### config.mk
export PLATFORM = sky130hd
export DESIGN_NAME = rv_trace_buffer_flat
export DESIGN_NICKNAME = d
export VERILOG_FILES = /design/src/rtl/rv_trace_if.sv /design/src/rtl/rv_trace_buffer.sv /design/src/flat_wrapper.sv
export SDC_FILE = /design/constraint.sdc
export NUM_CORES = 2
export LEC_CHECK = 0
export ABC_AREA = 1
export CORE_ASPECT_RATIO = 1.4
export CORE_UTILIZATION = 50
export DETAILED_ROUTE_END_ITERATION = 8
export MAX_ROUTING_LAYER = met4
export PLACE_DENSITY_LB_ADDON = 0.15
export SLEW_MARGIN = 20
export SYNTH_ARGS = -nofsm -noshare
export SYNTH_HDL_FRONTEND = slang
export SYNTH_SLANG_ARGS = --single-unit
export TNS_END_PERCENT = 100
### constraint.sdc
create_clock -name clk -period 8.95 [get_ports clk]
set_input_delay 1.3425 -clock clk [delete_from_list [all_inputs] [get_ports clk]]
set_output_delay 1.3425 -clock clk [all_outputs]
set_load 0.02 [all_outputs]
### src/rtl/rv_trace_if.sv
// Trace-buffer bundle: capture strobes from the core plus the FWFT drain port and status.
// slave is the buffer side, master is the core/host side.
interface rv_trace_if #(
  parameter int XLEN  = 32,
  parameter int DEPTH = 16,
  parameter int CNT_W = 32
) ();
  logic                     rf_we;
  logic [4:0]               rf_rd;
  logic [XLEN-1:0]          rf_wdata;
  logic                     mem_we;
  logic [XLEN-1:0]          mem_addr;
  logic [XLEN-1:0]          mem_wdata;
  logic [XLEN-1:0]          pc;
  logic [XLEN-1:0]          old_pc;
  logic [31:0]              instr;
  logic                     rd_en;
  logic                     rd_valid;
  logic [2+3*XLEN-1:0]      rd_data;
  logic [$clog2(DEPTH):0]   count;
  logic                     overflow;
  logic [CNT_W-1:0]         drop_cnt;
  logic                     jal_err;
  logic [CNT_W-1:0]         jal_err_cnt;
  logic [CNT_W-1:0]         cycle_cnt;
  logic [1:0]               state;
  logic                     done;

  modport slave (
    input  rf_we, rf_rd, rf_wdata, mem_we, mem_addr, mem_wdata, pc, old_pc, instr, rd_en,
    output rd_valid, rd_data, count, overflow, drop_cnt, jal_err, jal_err_cnt, cycle_cnt,
           state, done
  );

  modport master (
    output rf_we, rf_rd, rf_wdata, mem_we, mem_addr, mem_wdata, pc, old_pc, instr, rd_en,
    input  rd_valid, rd_data, count, overflow, drop_cnt, jal_err, jal_err_cnt, cycle_cnt,
           state, done
  );
endinterface

### src/rtl/rv_trace_buffer.sv
// Retirement-trace capture for rv_mc: circular FWFT FIFO of reg/store/JAL/end entries,
// JAL link checking, cycle counting and halt/watchdog detection.
module rv_trace_buffer #(
  parameter int              XLEN    = 32,
  parameter int              DEPTH   = 16,
  parameter logic [XLEN-1:0] END_PC  = XLEN'(32'h58),
  parameter int              TIMEOUT = 10000,
  parameter int              CNT_W   = 32
) (
  input  logic       clk,
  input  logic       rst,
  rv_trace_if.slave  trc
);
  localparam int PW = $clog2(DEPTH);
  localparam int CW = PW + 1;
  localparam int EW = 2 + 3 * XLEN;

  typedef enum logic [1:0] {
    S_RUN     = 2'b00,
    S_HALTED  = 2'b01,
    S_TIMEOUT = 2'b10
  } state_t;

  state_t            st;
  logic [EW-1:0]     mem [DEPTH];
  logic [PW-1:0]     wr_ptr, rd_ptr;
  logic [CW-1:0]     cnt;
  logic [CNT_W-1:0]  cyc, drops, jal_errs;
  logic              ovf, jal_flag;

  logic              run, hit_halt, hit_tmo, end_ev, rf_cap, is_jal;
  logic              push_req, push_ok, pop, full, store_drop, jal_bad;
  logic [1:0]        n_drop;
  logic [EW-1:0]     entry;

  function automatic logic [CNT_W-1:0] sat_add(input logic [CNT_W-1:0] v, input logic [1:0] inc);
    logic [CNT_W:0] s;
    s = {1'b0, v} + (CNT_W+1)'(inc);
    return s[CNT_W] ? '1 : s[CNT_W-1:0];
  endfunction

  always_comb begin
    run        = (st == S_RUN);
    hit_halt   = (trc.pc >= END_PC);
    hit_tmo    = (cyc == CNT_W'(TIMEOUT));
    end_ev     = run && (hit_halt || hit_tmo);
    rf_cap     = trc.rf_we && (trc.rf_rd != 5'd0);
    is_jal     = (trc.instr[6:0] == 7'b1101111);
    push_req   = end_ev || (run && (rf_cap || trc.mem_we));
    // A store colliding with a captured reg write loses its slot regardless of FIFO space.
    store_drop = run && !end_ev && rf_cap && trc.mem_we;
    pop        = trc.rd_en && (cnt != '0);
    full       = (cnt == CW'(DEPTH));
    push_ok    = push_req && (!full || pop);
    n_drop     = {1'b0, push_req && !push_ok} + {1'b0, store_drop};
    jal_bad    = run && trc.rf_we && is_jal && (trc.rf_wdata != trc.old_pc + XLEN'(4));

    entry = '0;
    if (end_ev)
      entry = {2'b11, trc.pc, XLEN'(cyc), (hit_halt ? XLEN'(0) : XLEN'(1))};
    else if (rf_cap)
      entry = {(is_jal ? 2'b10 : 2'b00), trc.pc, XLEN'(trc.rf_rd), trc.rf_wdata};
    else
      entry = {2'b01, trc.pc, trc.mem_addr, trc.mem_wdata};
  end

  always_ff @(posedge clk) begin
    if (rst) begin
      st       <= S_RUN;
      wr_ptr   <= '0;
      rd_ptr   <= '0;
      cnt      <= '0;
      cyc      <= '0;
      drops    <= '0;
      jal_errs <= '0;
      ovf      <= 1'b0;
      jal_flag <= 1'b0;
    end else begin
      if (push_ok) wr_ptr <= wr_ptr + PW'(1);
      if (pop)     rd_ptr <= rd_ptr + PW'(1);
      cnt <= cnt + CW'(push_ok) - CW'(pop);
      if (n_drop != 2'd0) begin
        drops <= sat_add(drops, n_drop);
        ovf   <= 1'b1;
      end
      if (jal_bad) begin
        jal_errs <= sat_add(jal_errs, 2'd1);
        jal_flag <= 1'b1;
      end
      // The end edge leaves cycle_cnt at the value recorded in the marker.
      if (run && !end_ev) cyc <= sat_add(cyc, 2'd1);
      if (run && hit_halt)     st <= S_HALTED;
      else if (run && hit_tmo) st <= S_TIMEOUT;
    end
  end

  always_ff @(posedge clk) begin
    if (push_ok && !rst) mem[wr_ptr] <= entry;
  end

  assign trc.rd_valid    = (cnt != '0);
  assign trc.rd_data     = (cnt != '0) ? mem[rd_ptr] : '0;
  assign trc.count       = cnt;
  assign trc.overflow    = ovf;
  assign trc.drop_cnt    = drops;
  assign trc.jal_err     = jal_flag;
  assign trc.jal_err_cnt = jal_errs;
  assign trc.cycle_cnt   = cyc;
  assign trc.state       = st;
  assign trc.done        = (st != S_RUN);
endmodule
### src/flat_wrapper.sv
// flat-port wrapper written by rule: the top's interface ports become plain ports
module rv_trace_buffer_flat 
#(
  parameter int              XLEN    = 32,
  parameter int              DEPTH   = 16,
  parameter logic [XLEN-1:0] END_PC  = XLEN'(32'h58),
  parameter int              TIMEOUT = 10000,
  parameter int              CNT_W   = 32
)
  (clk, rst, trc_rf_we, trc_rf_rd, trc_rf_wdata, trc_mem_we, trc_mem_addr, trc_mem_wdata, trc_pc, trc_old_pc, trc_instr, trc_rd_en, trc_rd_valid, trc_rd_data, trc_count, trc_overflow, trc_drop_cnt, trc_jal_err, trc_jal_err_cnt, trc_cycle_cnt, trc_state, trc_done);
  rv_trace_if #(.XLEN(XLEN), .DEPTH(DEPTH), .CNT_W(CNT_W)) trc_i ();
  input  logic clk;
  input  logic rst;
  input wire logic [$bits(trc_i.rf_we)-1:0] trc_rf_we;
  input wire logic [$bits(trc_i.rf_rd)-1:0] trc_rf_rd;
  input wire logic [$bits(trc_i.rf_wdata)-1:0] trc_rf_wdata;
  input wire logic [$bits(trc_i.mem_we)-1:0] trc_mem_we;
  input wire logic [$bits(trc_i.mem_addr)-1:0] trc_mem_addr;
  input wire logic [$bits(trc_i.mem_wdata)-1:0] trc_mem_wdata;
  input wire logic [$bits(trc_i.pc)-1:0] trc_pc;
  input wire logic [$bits(trc_i.old_pc)-1:0] trc_old_pc;
  input wire logic [$bits(trc_i.instr)-1:0] trc_instr;
  input wire logic [$bits(trc_i.rd_en)-1:0] trc_rd_en;
  output wire logic [$bits(trc_i.rd_valid)-1:0] trc_rd_valid;
  output wire logic [$bits(trc_i.rd_data)-1:0] trc_rd_data;
  output wire logic [$bits(trc_i.count)-1:0] trc_count;
  output wire logic [$bits(trc_i.overflow)-1:0] trc_overflow;
  output wire logic [$bits(trc_i.drop_cnt)-1:0] trc_drop_cnt;
  output wire logic [$bits(trc_i.jal_err)-1:0] trc_jal_err;
  output wire logic [$bits(trc_i.jal_err_cnt)-1:0] trc_jal_err_cnt;
  output wire logic [$bits(trc_i.cycle_cnt)-1:0] trc_cycle_cnt;
  output wire logic [$bits(trc_i.state)-1:0] trc_state;
  output wire logic [$bits(trc_i.done)-1:0] trc_done;
  assign trc_i.rf_we = trc_rf_we;
  assign trc_i.rf_rd = trc_rf_rd;
  assign trc_i.rf_wdata = trc_rf_wdata;
  assign trc_i.mem_we = trc_mem_we;
  assign trc_i.mem_addr = trc_mem_addr;
  assign trc_i.mem_wdata = trc_mem_wdata;
  assign trc_i.pc = trc_pc;
  assign trc_i.old_pc = trc_old_pc;
  assign trc_i.instr = trc_instr;
  assign trc_i.rd_en = trc_rd_en;
  assign trc_rd_valid = trc_i.rd_valid;
  assign trc_rd_data = trc_i.rd_data;
  assign trc_count = trc_i.count;
  assign trc_overflow = trc_i.overflow;
  assign trc_drop_cnt = trc_i.drop_cnt;
  assign trc_jal_err = trc_i.jal_err;
  assign trc_jal_err_cnt = trc_i.jal_err_cnt;
  assign trc_cycle_cnt = trc_i.cycle_cnt;
  assign trc_state = trc_i.state;
  assign trc_done = trc_i.done;
  rv_trace_buffer #(.XLEN(XLEN), .DEPTH(DEPTH), .END_PC(END_PC), .TIMEOUT(TIMEOUT), .CNT_W(CNT_W)) u_core (.clk(clk), .rst(rst), .trc(trc_i));
endmodule
==> metrics.cfg <==
[layout]
final_nets = 6319
final_common_cell = edfxtp_1
syn_to_final_growth_pct = 15.82
drive_above_1_share_pct = 6.825
multi_input_area_um2 = 18510
fin_cells = 8023
final_cell_mix = edfxtp_1 (1568), nor2_1 (987), o21ai_0 (853), nand2_1 (467), clkdlybuf4s50_1 (380)
regArea_um2 = 49440
fill_cells = 11230
stdcell_area_um2 = 80940
finish.utilization_pct = 58.57

[pwr]
ir_drop_v = 0.0002819
power_frac_clock_pct = 33.3
p_sw_mw = 6.116
p_sw_share_pct = 30.17
p_total_mw = 20.27
p_leak_nw = 26.04
p_int_mw = 14.16
powerDensity_nw_per_um2 = 250.5
pwr-share-comb_pct = 22.6
pwr-share-seq_pct = 44.1

[synthesis]
ys_warn_count = 0
yosysUniqueCellTypes = 43
synthesis.nets = 6059
ys_seq_area_share_pct = 70.73
ys_ff_latch = 1685
async_flop_share_pct = 0
avgSynthCellArea_um2 = 11.97
netlist_area_um2 = 69880
synth-edff-count = 1568
synthCells = 5836
synthFlopType = edfxtp_1

[timing]
whs_ns = 0.4592
rsz0062_at_grt = no
fin_setup_tns_ns = 0
skew_ns = 0.02242
fmax_ghz = 0.1511
hold_viol_final = 0
final-max-slew-violation-count = 0
setup_viol = 0
setup_slack_ns = 2.331
tightest_slew_ns = 1.282
slew-limit-headroom_pct = 14.53
post-route-period-util_pct = 73.95
layout_min_cycle_time_ns = 6.619

[worst_setup_path]
cp-start-kind = flip-flop
crit_path_frequent_cell = buf_4
arrival_ns = 5.28
critPathBufInv = 3
worstSetupPathType = flip-flop to primary output
critPathTopFamily = buffers and inverters
worstPathRequired_ns = 7.61
crit_path_cell_trace = buf_4, buf_4, o21ai_0, o22ai_1, o211ai_1, a21oi_1, clkdlybuf4s50_1
crit_path_end_kind = primary output
slowest_delay_ns = 0.90
crit_fanout = 87
cp_slowest_cell = buf_4

[clock_tree]
cts_buffers = 159
cts.sinks = 1685
clk_pin_slew_ns = 0.06
ctsResizeCount = 0
h-tree-depth = 4
cts_tree = built
postCtsSetupBuffers = 0
clock_latency_ns = 0.79
cts_hold_buf = 0
clockBufferDepth = 3
clock-root-buffer = clkbuf_16

[route]
drc = 0
via_per_inst = 6.044
vias = 48490
wl_per_cell_um = 24.33
detail-route-antenna-nets = 0
drt_first_pass_iters = 6
dr.first_iter.drc_count = 4661
routed_wl_um = 195200

[run_status]
status = finished, final reports clean

[global_route]
grt_pass1_wl_um = 289300
grt_max_degree = 229
first_global_vias = 46930
antenna_found_initial = 3
grt-ovfl-total = 0
grtUsageTotal_pct = 27.98

[die]
fp.dieH_um = 444.3
rows = 161
core_um2 = 138200
fp.dieW_um = 318.0
die-area_um2 = 141300
start_util_pct = 50.57
pin_count = 407

[hold_path]
min_path_type = flip-flop to flip-flop

[placed_design]
place_hpwl_um = 101400
gp_congestion = 0.9062
placed_area_um2 = 75590
portBuffers = 381
place_inst = 7725
post-place-ws_ns = 2.041

[run]
drv_cap = 0

==> worst paths after layout <==
kind,startpoint,endpoint,slack (ns),depth (start not counted)
hold / removal,u_core.trc.jal_err,u_core.trc.jal_err,0.46,2
setup / recovery,flip-flop,trc_rd_data[32],2.33,7
setup reg to reg,u_core.trc.cycle_cnt[0],u_core.mem[5][97],3.51,14
hold reg to reg,u_core.trc.jal_err,u_core.trc.jal_err,0.46,2
==> state kept, by name, indices dropped and copies added (netlist names), named ones only <==
register                cells
u_core.trc.cycle_cnt       32
u_core.mem               1568
u_core.trc.jal_err_cnt     32
u_core.trc.count            5
u_core.wr_ptr               4
u_core.rd_ptr               4
u_core.trc.overflow         1
u_core.trc.drop_cnt        32
u_core.trc.jal_err          1
u_core.trc.state            2
==> worst register-to-register path: cells and delay by family (launching register included) <==
| kind | cells | cell delay (ns) |
|---|---|---|
| buffers and inverters | 3 | 1.91 |
| AND/OR/NAND/NOR | 10 | 2.52 |
| adder cells (fa/ha/maj) | 1 | 0.21 |
| flip-flops | 1 | 0.38 |
==> power by group through the flow <==
stage                     Combinational (mW)  Sequential [mW]  Clock [mW]
final                                   4.57             8.94        6.76
after CTS                               4.55             8.96        6.85
after global routing                    4.93             8.95        7.16
after floorplan                         2.62             9.09           0
after global placement                  4.48             9.12           0
after detailed placement                4.53             9.12           0
==> layer usage <==
metal,vias to the layer above,wire (um),track usage [%]
li1,22120,-,-
met1,24110,80620,36.37
met5,-,0,-
met2,1966,95390,45.65
met3,294,14330,4.111
met4,0,4877,8.453
==> cells by family after synthesis <==
logic type,share of synthesized area [%]
simple gates,10.69
flops,70.73
fa+ha+maj,0.3975
xor+xnor,1.203
compound gates,13.83
buf+inv,3.149
==> cells in the mapped netlist (6+ instances only) <==
| master | n | area (um2) |
|---|---|---|
| edfxtp_1 | 1568 | 47090 |
| nor2_1 | 1005 | 3772 |
| o21ai_0 | 866 | 4334 |
| nand2_1 | 469 | 1760 |
| clkbuf_1 | 372 | 1396 |
| o221ai_1 | 278 | 2435 |
| a21oi_1 | 239 | 1196 |
| nand3_1 | 203 | 1016 |
| inv_1 | 188 | 705.7 |
| dfxtp_1 | 117 | 2342 |
| o211ai_1 | 116 | 870.8 |
| o22ai_1 | 114 | 713.2 |
| xor2_1 | 73 | 639.4 |
| nor3_1 | 43 | 215.2 |
| nand4_1 | 38 | 237.7 |
| xnor2_1 | 23 | 201.4 |
| nor4_1 | 22 | 137.6 |
| ha_1 | 19 | 237.7 |
| buf_1 | 11 | 41.29 |
| a31oi_1 | 8 | 50.05 |
| nor2_2 | 8 | 50.05 |
| nand3b_1 | 7 | 52.55 |
| nor3b_1 | 6 | 45.04 |
==> cell type report <==
class	instances	share of cell area (%)
inverters	192	0.9213
diodes	3	0.009275
clock buffers	200	5.309
flip-flops and latches	1685	61.09
repair buffers	488	5.913
well taps	1793	2.772
multi-input cells	3570	22.87
clock inverters	92	1.124
Note: power is estimated with default switching activity, not from simulation.
